`src/rtl/dl_lshift_pkg.sv`:
```
// Shared types and helpers for the iterative logical left shifter.
// Holds the FSM state encoding and the per-stage shift distance function.
package dl_lshift_pkg;

    typedef enum logic [1:0] {
        IDLE,
        BUSY,
        DONE
    } state_t;

    // Stage i of the log shifter moves data by 2^i bit positions.
    function automatic int stage_shift(input int idx);
        return 1 << idx;
    endfunction

endpackage

```
`src/rtl/dl_lshift_stage.sv`:
```
// One combinational log-shifter stage, reused every cycle by the iterative top.
// Shifts data_in left by 2^idx when enabled, zero-filling from the LSB.
module dl_lshift_stage
    import dl_lshift_pkg::*;
#(
    parameter int NUM_BITS       = 8,
    parameter int NUM_SHIFT_BITS = $clog2(NUM_BITS)
) (
    input  logic [NUM_BITS-1:0]       data_in,
    input  logic                      enable,
    input  logic [NUM_SHIFT_BITS-1:0] idx,
    output logic [NUM_BITS-1:0]       data_out
);

    always_comb begin
        data_out = data_in;
        if (enable) begin
            data_out = data_in << stage_shift(int'(idx));
        end
    end

endmodule

```
`src/rtl/dl_lshift_iter.sv`:
```
// Iterative logical left shifter: applies one log stage per cycle with a fixed
// latency of NUM_SHIFT_BITS cycles, valid/ready handshakes on both sides.
module dl_lshift_iter
    import dl_lshift_pkg::*;
#(
    parameter int NUM_BITS       = 8,
    parameter int NUM_SHIFT_BITS = $clog2(NUM_BITS)
) (
    input  logic                      clk,
    input  logic                      rst,
    input  logic                      in_val,
    output logic                      in_rdy,
    input  logic [NUM_BITS-1:0]       in,
    input  logic [NUM_SHIFT_BITS-1:0] shift,
    output logic                      out_val,
    input  logic                      out_rdy,
    output logic [NUM_BITS-1:0]       out
);

    state_t                    state, state_nxt;
    logic [NUM_BITS-1:0]       data, data_nxt;
    logic [NUM_SHIFT_BITS-1:0] amount, amount_nxt;
    logic [NUM_SHIFT_BITS-1:0] cnt, cnt_nxt;
    logic [NUM_BITS-1:0]       stage_out;
    logic                      cnt_last;

    dl_lshift_stage #(
        .NUM_BITS       (NUM_BITS),
        .NUM_SHIFT_BITS (NUM_SHIFT_BITS)
    ) u_stage (
        .data_in  (data),
        .enable   (amount[cnt]),
        .idx      (cnt),
        .data_out (stage_out)
    );

    assign cnt_last = (int'(cnt) == NUM_SHIFT_BITS - 1);

    always_ff @(posedge clk or posedge rst) begin
        if (rst) begin
            state  <= IDLE;
            data   <= '0;
            amount <= '0;
            cnt    <= '0;
        end else begin
            state  <= state_nxt;
            data   <= data_nxt;
            amount <= amount_nxt;
            cnt    <= cnt_nxt;
        end
    end

    // Every stage is visited regardless of the amount bits so latency is fixed.
    always_comb begin
        state_nxt  = state;
        data_nxt   = data;
        amount_nxt = amount;
        cnt_nxt    = cnt;
        case (state)
            IDLE: begin
                if (in_val) begin
                    data_nxt   = in;
                    amount_nxt = shift;
                    cnt_nxt    = '0;
                    state_nxt  = BUSY;
                end
            end
            BUSY: begin
                data_nxt = stage_out;
                cnt_nxt  = cnt + 1'b1;
                if (cnt_last) begin
                    state_nxt = DONE;
                end
            end
            DONE: begin
                if (out_rdy) begin
                    state_nxt = IDLE;
                end
            end
            default: begin
                state_nxt = IDLE;
            end
        endcase
    end

    assign in_rdy  = (state == IDLE);
    assign out_val = (state == DONE);
    assign out     = data;

endmodule

```
`config.mk`:
```
export PLATFORM = sky130hd
export DESIGN_NAME = dl_lshift_iter
export DESIGN_NICKNAME = d
export VERILOG_FILES = /design/src/rtl/dl_lshift_pkg.sv /design/src/rtl/dl_lshift_stage.sv /design/src/rtl/dl_lshift_iter.sv
export SDC_FILE = /design/constraint.sdc
export NUM_CORES = 1
export LEC_CHECK = 0
export BUFFER_PORTS_ARGS = -buffer_cell sky130_fd_sc_hd__buf_2
export CORE_ASPECT_RATIO = 1.2
export CORE_MARGIN = 2
export CORE_UTILIZATION = 35
export CTS_CLUSTER_DIAMETER = 120
export DETAILED_ROUTE_END_ITERATION = 6
export GPL_TIMING_DRIVEN = 0
export PLACE_DENSITY = 0.6
export SYNTH_ARGS = -nofsm -noshare
export SYNTH_HDL_FRONTEND = slang
export SYNTH_SLANG_ARGS = --single-unit
export TNS_END_PERCENT = 10
```
`constraint.sdc`:
```
create_clock -name clk -period 2.2 [get_ports clk]
set_input_delay 0.22 -clock clk [delete_from_list [all_inputs] [get_ports clk]]
set_output_delay 0.22 -clock clk [all_outputs]
set_load 0.02 [all_outputs]
```
# Word level (Yosys, flattened, before mapping)

Index checks and enable logic that the tools add are counted.

Register bits: 16
Output and inout port bits: 10
Logic and storage cells: 32

Add/subtract/negate cells: 1
Magnitude comparators: 1
Equal/unequal tests: 7
Shift-type cells: 2
Mux-type cells: 11
Reduce and logical (&&, ||, !) cells: 6

Operators by type and width:

| cell                   | number |
|---|---|
| $shl A1 B3 Y32 const A | 1 |
| $shl A8 B32 Y8         | 1 |
| $mux W8                | 2 |
| $pmux W8 S2            | 1 |
| $mux W2                | 3 |
| $pmux W2 S3            | 1 |
| $pmux W3 S2            | 1 |
| $reduce_and A3 Y1      | 2 |
| $ne A2 B1 Y1 const B   | 2 |
| $ne A2 B2 Y1 const B   | 2 |
| $reduce_and A2 Y1      | 2 |
| $add A3 B1 Y3 const B  | 1 |
| $eq A3 B3 Y1 const B   | 1 |
| $lt A3 B3 Y1 const B   | 1 |
| $mux W3                | 1 |
| $bmux W1 S2            | 1 |
| $eq A2 B1 Y1 const B   | 1 |
| $eq A2 B2 Y1 const B   | 1 |
| $logic_not A2 Y1       | 1 |
| $reduce_bool A2 Y1     | 1 |
| $mux W1                | 1 |

# Depth between registers and ports, before layout

Gate-level depths: netlist of run 1.

Word-level depth: 4
Mapped depth: 9

# By module

Synthesis of run 1 repeated with hierarchy kept, for this count alone.

Cell total of the unflattened synthesis: 98
Area total of the unflattened synthesis: 1057.3 µm²

Modules (own cells, without submodules):

| module          | times used | cells each | area each (µm²) | sequential area each (µm²) |
|---|---|---|---|---|
| dl_lshift_iter  | 1          | 62         | 803.3           | 400.4 |
| dl_lshift_stage | 1          | 36         | 254.0           | 0.0 |

# Worst setup path after synthesis of run 1

Ideal clock, no wire load.

Path kind: reg-to-reg
From: register cnt[0]
To: register data[7], in the netlist out[7]
Data arrival time: 1.870 ns
Required time: 2.075 ns
Slack: 0.205 ns
Cell stages (with the launch flop): 7
Path buffers: 0
Clock period less this slack: 1.995 ns
Path through: dfrtp_1 ha_1 ha_1 a2111oi_1 nand2_1 nand2_1 mux2_2

Cells in the longest elaborated chain, start to end: 4
Elaborated cells between the ends (all ways): 8
Those cells by class: eq/ne (1); shift (2); mux (4); reduce/logical (1)

Ends and longest elaborated chain:

| element                                                 | RTL line                                    | text |
|---|---|---|
| from (decl)                                             | dl_lshift_iter.sv:23                        | `logic [NUM_SHIFT_BITS-1:0] cnt, cnt_nxt;` |
| from (signal assigned)                                  | dl_lshift_iter.sv:49                        | `cnt <= cnt_nxt;` |
| $shl A1 B3 Y32 / $bmux W1 S2 (equally long branches)    | dl_lshift_pkg.sv:13, dl_lshift_iter.sv:32   |  |
| $shl A8 B32 Y8 / $mux W1 (equally long branches)        | dl_lshift_stage.sv:18, dl_lshift_iter.sv:32 |  |
| $mux W8 / $ne A2 B1 Y1 (equally long branches)          | -                                           |  |
| $pmux W8 S2 / $reduce_and A3 Y1 (equally long branches) | -                                           |  |
| to (signal assigned)                                    | dl_lshift_iter.sv:47                        | `data <= data_nxt;` |
| to (decl)                                               | dl_lshift_iter.sv:21                        | `logic [NUM_BITS-1:0] data, data_nxt;` |

Parallel ways exist; a longest one is shown, timed or not. The select of a mux whose other input is x is not followed.
A chain may end at the register's enable or synchronous reset.

# Final worst setup path of run 1

From: register cnt[1]
To: register data[7], in the netlist out[7]

The elaborated chain is that of the path after synthesis.

==> results.py, run 1 <==
metrics = {
    "status": {
        "status": "finished clean",
    },
    "pwr": {
        "p_leak_nw": 0.6299,
        "p_total_mw": 2.616,
        "power.density_mw_per_mm2": 1839,
        "vdd_ir_drop_max_mv": 0.9484,
    },
    "synth": {
        "synth_cell_type_count": 46,
        "yosysWarnings": 0,
        "synthTopCellsByArea": "dfrtp_1, mux2_2, ha_1",
        "synth_top_cell_area_share_pct": 33.68,
        "synth_seq_cells": 16,
        "synth-main-ff-cell": "dfrtp_1",
        "syn_nets": 148,
        "yosysTopAreaCell": "dfrtp_1",
        "postSynthCellCount": 127,
        "synth_area_mm2": 0.001189,
        "async_flop_share_pct": 100.0,
        "ys_seq_area_share_pct": 33.68,
        "postSynthAreaPerCell_um2": 9.359,
        "synth_edf_count": 0,
    },
    "cells_and_area": {
        "fin_nets": 177,
        "syn2layout_area_growth_pct": 19.68,
        "regArea_um2": 401.6,
        "diodes": 0,
        "multi_input_area_um2": 748.2,
        "n_fill_cell": 309,
        "stdcell_count": 191,
        "final_cell_mix": "buf_2, dfrtp_1, a21oi_1",
        "fin_util_pct": 42.99,
        "drive_gt1_share_pct": 34.42,
        "final_common_cell": "buf_2",
    },
    "global_routing": {
        "gr-usage-all-layers_pct": 17.42,
        "grt_first_pass_wirelength_um": 5140,
        "grt.overflow.total": 0,
        "antenna_found_initial": 0,
        "grt_max_degree": 17,
        "first_global_vias": 1111,
    },
    "cts": {
        "ctsHoldBuffers": 0,
        "root_buffer": "clkbuf_8",
        "ctsHtreeMaxLevel": 1,
        "clock_sinks": 16,
        "path_clk_slew_ps": 60,
        "cts_buffers": 3,
        "cts_setup_buffers": 0,
        "worstSkewPairLatency_ps": 250,
        "tritoncts": "done",
        "clockBufferDepth": 2,
        "cts-resized-gates": 2,
    },
    "placed_design": {
        "gp_congestion": 0.8557,
        "place_hpwl_um": 2375,
        "portBuffers": 24,
        "place_inst": 188,
    },
    "die": {
        "die-area_mm2": 0.003880,
        "core_mm2": 0.003309,
        "row_count": 23,
        "die_h_um": 67.84,
        "initial_core_util_pct": 35.92,
        "chipWidth_um": 57.20,
        "ios": 25,
    },
    "setup_path": {
        "ff2ff_path_depth": 8,
        "worstPathRequired_ps": 2340,
        "cp-end-kind": "register",
        "critPathArrivalTime_ps": 2230,
        "path_class": "register to register",
        "critPathLaunchType": "register",
        "cp_max_fo": 7,
    },
    "timing": {
        "whs_ps": 38.37,
        "timing.final.crit_share_pct": 95.11,
        "hold_violations": 0,
        "grt_setup_unrepaired": "true",
        "skew_ps": 1.870,
        "finalSetupViolations": 0,
        "slew_headroom_pct": 58.27,
        "fin_crit_ps": 2092,
        "fmax_mhz": 477.9,
        "drv_slew": 0,
        "setup_tns_ps": 0,
        "tightest_slew_ps": 625.2,
    },
    "route": {
        "num_vias": 1099,
        "drt-initial-drc-count": 39,
        "firstDrtPassIters": 4,
        "vias_per_cell": 5.754,
        "wl_per_cell_um": 16.10,
        "drc": 0,
        "routed_wl_um": 3075,
        "ant_nets": 0,
    },
    "hold_path": {
        "hold_path.class": "input port to async pin",
    },
    "job": {
        "cap_violations": 0,
    },
}
state kept, by name, summed over array words and instances (netlist names):
name    flops
cnt         3
out         8
state       2
amount      3
cell families (layout without fill, tap and decap cells):
logic type	after synthesis	in the layout	synth area share [%]
AO/OA/AOI/OAI	40	40	25.26
multiplexers	11	11	10.32
adder cells (fa/ha/maj)	6	6	6.316
buffers and inverters	13	40	5.473
flip-flops	16	16	33.68
AND/OR/NAND/NOR	41	41	18.95
power breakdown:
| part | internal [mW] | switching [mW] | total [mW] |
|---|---|---|---|
| registers | 0.447 | 0.175 | 0.622 |
| clock network | 0.122 | 0.0986 | 0.220 |
| logic | 0.779 | 0.994 | 1.77 |
worst max-delay path, stage by stage, from the launching register on:
cell     delay [ps]
dfrtp_1         430
inv_1            90
ha_1            190
buf_6           130
mux2_1          370
a22oi_2         180
o31ai_1         130
a22o_1          200
mux2_2          260
metrics by stage:
step	instance area, um^2	worst slack [ps]
after floorplan	1189	205.1
after global placement	1355	-56.41
after CTS	1403	0.8629
final	1423	107.6
after global routing	1423	-43.23
after detailed placement	1355	-34.25
cells in the mapped netlist (all sizes together) (2+ instances only):
cell type	count
a211oi	3
buf	6
nand2	8
nand3b	3
o21ai	3
nor2	8
inv	6
nor3	4
o32ai	2
nand3	2
a22oi	4
mux2	10
ha	6
a2111oi	2
a311oi	3
nor2b	5
a22o	5
nor4	2
dfrtp	16
nand2b	3
a21oi	10
routing by layer:
metal	track usage (%)	wire, um	up-vias
met3	2.457	88	10
met2	28.74	1535	32
met4	11.63	81	0
met5	0	0	-
li1	-	-	534
met1	21.22	1369	523
final timing paths:
| check | start | to | slack [ps] |
|---|---|---|---|
| max | cnt[1]$_DFFE_PP0P_ | out[7]$_DFFE_PP0P_ | 110 |
| min | rst | out[0]$_DFFE_PP0P_ | 40 |
| max reg2reg | cnt[1]$_DFFE_PP0P_ | out[7]$_DFFE_PP0P_ | 110 |
| min reg2reg | amount[2]$_DFFE_PP0P_ | amount[2]$_DFFE_PP0P_ | 510 |
| max in group asynchronous | rst | cnt[0]$_DFFE_PP0P_ | 1720 |
| min in group clk | shift[0] | amount[0]$_DFFE_PP0P_ | 200 |
cell type report:
| cell class | count | area share [%] |
|---|---|---|
| Multi-Input combinational cell | 98 | 52.59 |
| Sequential cell | 16 | 28.23 |
| Timing Repair Buffer | 24 | 8.443 |
| Tap cell | 37 | 3.254 |
| Buffer | 7 | 2.990 |
| Clock buffer | 3 | 2.902 |
| Inverter | 6 | 1.583 |
Note: power is estimated with default switching activity, not from simulation.
==> run 2: changes to the inputs <==
CORE_ASPECT_RATIO = not set   (was 1.2)
PLACE_DENSITY = 0.62   (was 0.6)
clock period = 1.7 ns   (was 2.2 ns; I/O delays follow)
==> results.py, run 2 (synthesis gave the netlist of run 1 again) <==
metrics = {
    "pwr": {
        "power_frac_clock_pct": 5.2,
        "combPwrFrac_pct": 73.6,
        "switchingPower_mw": 1.891,
        "vdd_ir_drop_max_mv": 1.054,
        "p_int_mw": 2.056,
        "p_leak_nw": 0.6834,
        "pwr-share-seq_pct": 21.2,
        "power.density_mw_per_mm2": 2406,
        "switching_share_pct": 47.91,
    },
    "cts": {
        "root_buffer": "clkbuf_4",
        "worstSkewPairLatency_ps": 290,
        "clockBufferDepth": 2,
        "clock_sinks": 16,
        "path_clk_slew_ps": 100,
        "cts_buffers": 3,
        "tritoncts": "done",
        "ctsHtreeMaxLevel": 1,
    },
    "placed_design": {
        "portBuffers": 24,
        "gp_congestion": 0.8506,
        "pre_cts_ws_ps": -445.1,
        "place_hpwl_um": 2344,
    },
    "timing": {
        "fmax_mhz": 510.1,
        "slew_headroom_pct": 59.12,
        "drv_slew": 0,
        "finalSetupViolations": 8,
        "grt_setup_unrepaired": "true",
        "setup_tns_ps": -1133,
        "tightest_slew_ps": 612.5,
        "skew_ps": 3.550,
        "hold_violations": 0,
        "worst_slack_ps": -260.4,
        "timing.final.crit_share_pct": 115.3,
        "fin_crit_ps": 1960,
    },
    "hold_path": {
        "hp-start": "shift[1]",
        "hold_end": "amount[1]$_DFFE_PP0P_",
        "hold_depth": 2,
        "hold_path.class": "input port to register",
    },
    "setup_path": {
        "path_class": "register to register",
        "ff2ff_setup_slack_ps": -260,
        "worstPathRequired_ps": 1880,
        "ff2ff_path_depth": 7,
        "cp_max_fo": 7,
        "cp-end-kind": "register",
        "critPathLaunchType": "register",
        "reg2reg_from": "cnt[1]$_DFFE_PP0P_",
        "r2r-end": "out[7]$_DFFE_PP0P_",
        "critPathArrivalTime_ps": 2140,
    },
    "cells_and_area": {
        "drive_gt1_share_pct": 49.07,
        "diodes": 0,
        "final_common_cell": "buf_2",
        "n_fill_cell": 339,
        "syn2layout_area_growth_pct": 38.00,
        "final_cell_mix": "buf_2, dfrtp_1, a21oi_1",
        "largest_reg_flops": 8,
        "regArea_um2": 404.1,
        "fin_nets": 184,
        "multi_input_area_um2": 893.4,
    },
    "die": {
        "die-area_mm2": 0.003878,
        "row_count": 21,
        "core_mm2": 0.003311,
        "initial_core_util_pct": 35.90,
        "ios": 25,
        "die_h_um": 62.28,
        "chipWidth_um": 62.28,
    },
    "job": {
        "cap_violations": 0,
    },
    "route": {
        "wl_met3_um": 200,
        "firstDrtPassIters": 4,
        "vias_per_cell": 5.734,
        "top_layer": "met4",
        "num_vias": 1187,
        "drt-initial-drc-count": 57,
        "ant_nets": 0,
        "wl_per_cell_um": 16.23,
        "routed_wl_um": 3360,
        "wl_met1_um": 1545,
        "dr_wl_met2_um": 1578,
        "drc": 0,
    },
    "global_routing": {
        "grt_max_degree": 17,
        "first_global_vias": 1132,
        "grt_first_pass_wirelength_um": 5568,
        "gr-usage-all-layers_pct": 17.74,
        "antenna_found_initial": 0,
        "grt.overflow.total": 0,
    },
    "status": {
        "failed_checks": "negative setup slack",
        "status": "complete, but fails checks",
    },
}
[run 2: per-stage QoR]
stage | total power [mW] | util (%) | std cells | hold slack [ps] | area, um^2
after floorplan | 2.578 | - | 127 | 83.74 | 1234
after global placement | 3.134 | 42.63 | 197 | 268.3 | 1411
after detailed placement | 3.119 | 42.63 | 197 | 279.9 | 1411
after CTS | 3.859 | 49.32 | 207 | 98.22 | 1633
after global routing | 4.221 | 49.55 | 207 | 107.7 | 1640
final | 3.947 | 49.55 | 207 | 102.3 | 1640
[run 2: repair_timing]
item | in CTS | in global routing
hold endpoints to repair | 16 | 0
pin swaps | 15 | 1
setup buffers | 8 | 0
hold buffers | 1 | 0
endpoints found under the setup margin | 8 | 8
gates resized for setup | 34 | 2
[run 2: worst max-delay path by stage]
stage                            start            endpoint  slack [ps]
detailed placement  cnt[0]$_DFFE_PP0P_  out[6]$_DFFE_PP0P_        -450
floorplan           cnt[0]$_DFFE_PP0P_  out[7]$_DFFE_PP0P_        -160
finish              cnt[1]$_DFFE_PP0P_  out[7]$_DFFE_PP0P_        -260
global route        cnt[1]$_DFFE_PP0P_  out[7]$_DFFE_PP0P_        -290
global placement    cnt[0]$_DFFE_PP0P_  out[6]$_DFFE_PP0P_        -500
CTS                 cnt[1]$_DFFE_PP0P_  out[7]$_DFFE_PP0P_        -210
[run 2: per-layer routing]
metal,GRT usage (%),up-vias
met5,0,-
met4,5.278,0
met3,1.630,4
li1,-,549
met1,26.23,584
met2,27.58,50
[run 2: area by class of cell]
class / instances / area share (%)
Tap cell: 46 / 3.509
Inverter: 6 / 1.373
Clock buffer: 3 / 1.373
Timing Repair Buffer: 33 / 11.82
Sequential cell: 16 / 24.64
Multi-Input combinational cell: 98 / 54.46
Buffer: 5 / 2.822
[run 2: worst max-delay path, cell delays in order, from the launching register on]
cell,delay [ps]
dfrtp_2,470
inv_2,120
ha_4,200
mux2_4,330
a22oi_2,160
o31ai_1,110
a22o_1,210
mux2_2,250
[run 2: power by group through the flow]
stage	Sequential (mW)	Combinational, mW	Clock, mW
2_1_floorplan	0.858	1.72	0
3_3_place_gp	0.810	2.32	0
3_5_place_dp	0.818	2.30	0
4_1_cts	0.828	2.82	0.215
5_1_grt	0.864	3.12	0.237
6_report	0.835	2.91	0.206
==> run 3: changes to the inputs <==
CORE_UTILIZATION = 30   (was 35)
PLACE_DENSITY = 0.56   (was 0.62)
==> results.py, run 3 (synthesis gave the netlist of run 1 again) <==
metrics = {
    "global_routing": {
        "grt_first_pass_wirelength_um": 6265,
        "gr-usage-all-layers_pct": 19.06,
        "antenna_found_initial": 0,
        "first_global_vias": 1258,
        "grt.overflow.total": 0,
        "grt_max_degree": 17,
    },
    "placed_design": {
        "place_hpwl_um": 2511,
        "portBuffers": 24,
        "pre_cts_ws_ps": -455.4,
        "place_inst": 199,
        "gp_congestion": 0.9136,
    },
    "cts": {
        "ctsHtreeMaxLevel": 1,
        "tritoncts": "done",
        "worstSkewPairLatency_ps": 260,
        "ctsHoldBuffers": 0,
        "cts_buffers": 3,
        "clockBufferDepth": 2,
        "root_buffer": "clkbuf_8",
        "clock_sinks": 16,
        "path_clk_slew_ps": 70,
    },
    "cells_and_area": {
        "drive_gt1_share_pct": 52.98,
        "fin_nets": 190,
        "syn2layout_area_growth_pct": 45.89,
        "stdcell_count": 216,
        "largest_reg_flops": 8,
        "diodes": 0,
        "final_common_cell": "buf_2",
        "final_cell_mix": "buf_2, buf_4, dfrtp_1",
    },
    "route": {
        "num_vias": 1194,
        "firstDrtPassIters": 4,
        "drc": 0,
        "drt-initial-drc-count": 83,
        "vias_per_cell": 5.528,
        "ant_nets": 0,
        "wl_per_cell_um": 17.59,
        "routed_wl_um": 3800,
    },
    "setup_path": {
        "ff2ff_setup_slack_ps": -300,
        "critPathLaunchType": "register",
        "cp_max_fo": 7,
        "worstPathRequired_ps": 1850,
        "ff2ff_path_depth": 7,
        "r2r-end": "out[7]$_DFFE_PP0P_",
        "cp-end-kind": "register",
        "reg2reg_from": "cnt[1]$_DFFE_PP0P_",
        "path_class": "register to register",
        "critPathArrivalTime_ps": 2150,
    },
    "timing": {
        "fin_crit_ps": 2005,
        "skew_ps": 1.539,
        "worst_slack_ps": -304.5,
        "finalSetupViolations": 8,
        "grt_setup_unrepaired": "true",
        "slew_headroom_pct": 55.96,
        "timing.final.crit_share_pct": 117.9,
        "hold_violations": 16,
        "whs_ps": -9.985,
        "fmax_mhz": 498.9,
        "drv_slew": 0,
        "tightest_slew_ps": 659.8,
    },
    "die": {
        "ios": 25,
        "chipWidth_um": 66.95,
        "row_count": 22,
        "die-area_mm2": 0.004482,
        "die_h_um": 66.95,
        "initial_core_util_pct": 31.75,
        "core_mm2": 0.003744,
    },
    "pwr": {
        "power.density_mw_per_mm2": 2486,
        "p_leak_nw": 0.7260,
        "p_total_mw": 4.311,
        "vdd_ir_drop_max_mv": 0.8596,
    },
    "hold_path": {
        "hold_path.class": "input port to async pin",
    },
    "status": {
        "failed_checks": "negative hold slack, negative setup slack",
        "status": "complete, but fails checks",
    },
    "job": {
        "cap_violations": 0,
    },
}
==> run 3: how the worst max path moves through the flow <==
stage	startpoint	end	slack (ps)	cells past startpoint
6_report	cnt[1]$_DFFE_PP0P_	out[7]$_DFFE_PP0P_	-300	7
2_1_floorplan	cnt[0]$_DFFE_PP0P_	out[7]$_DFFE_PP0P_	-160	8
4_1_cts	cnt[1]$_DFFE_PP0P_	out[7]$_DFFE_PP0P_	-220	7
5_1_grt	cnt[1]$_DFFE_PP0P_	out[7]$_DFFE_PP0P_	-380	7
3_3_place_gp	cnt[0]$_DFFE_PP0P_	out[7]$_DFFE_PP0P_	-440	8
3_5_place_dp	cnt[0]$_DFFE_PP0P_	out[7]$_DFFE_PP0P_	-460	8
==> run 3: power by group <==
| part | leakage, nW | internal [mW] | switching (mW) |
|---|---|---|---|
| logic | 0.506 | 1.52 | 1.60 |
| clock network | 0.0288 | 0.206 | 0.151 |
| registers | 0.191 | 0.582 | 0.256 |
| total | 0.726 | 2.31 | 2.01 |
==> run 3: what timing repair did <==
item | CTS | global route
setup endpoints to repair | 8 | 8
setup buffers | 11 | 3
pin swaps | 8 | 3
resized for setup | 35 | 5
==> run 3: final cells by class <==
type / instances / area, um^2
Tap cell: 48 / 60.06
Sequential cell: 16 / 404.1
Buffer: 6 / 53.80
Inverter: 6 / 22.52
Timing Repair Buffer: 38 / 225.2
Multi-Input combinational cell: 98 / 913.4
Clock buffer: 4 / 55.05
Fill cell: 366 / 2009
==> run 3: metrics by stage <==
step | area (um^2) | utilization, % | hold slack (ps) | TNS [ps]
global route | 1734 | 46.32 | 51.58 | -2106
floorplan | 1234 | - | 83.74 | -518.6
CTS | 1685 | 45.02 | 23.87 | -1165
global placement | 1414 | 37.77 | 272.1 | -2226
finish | 1734 | 46.32 | -9.985 | -1394
detailed placement | 1414 | 37.77 | 307.3 | -2379
==> run 3: critical path, stage by stage (launching register included) <==
cell      delay [ps]
dfrtp_2          450
ha_4             170
ha_4             230
nor2b_4           90
a311oi_2         340
o31ai_2          160
a22o_1           200
mux2_2           250
==> run 3: per-layer routing <==
metal  track usage, %  part of all wire [%]  up-vias  routed length [um]
met5                0                     0        -                   0
met4            9.439                   2.1        0                  78
met2            32.00                    51       40                1955
met3            2.196                   5.1        7                 195
met1            24.01                    41      586                1570
li1                 -                     -      561                   -
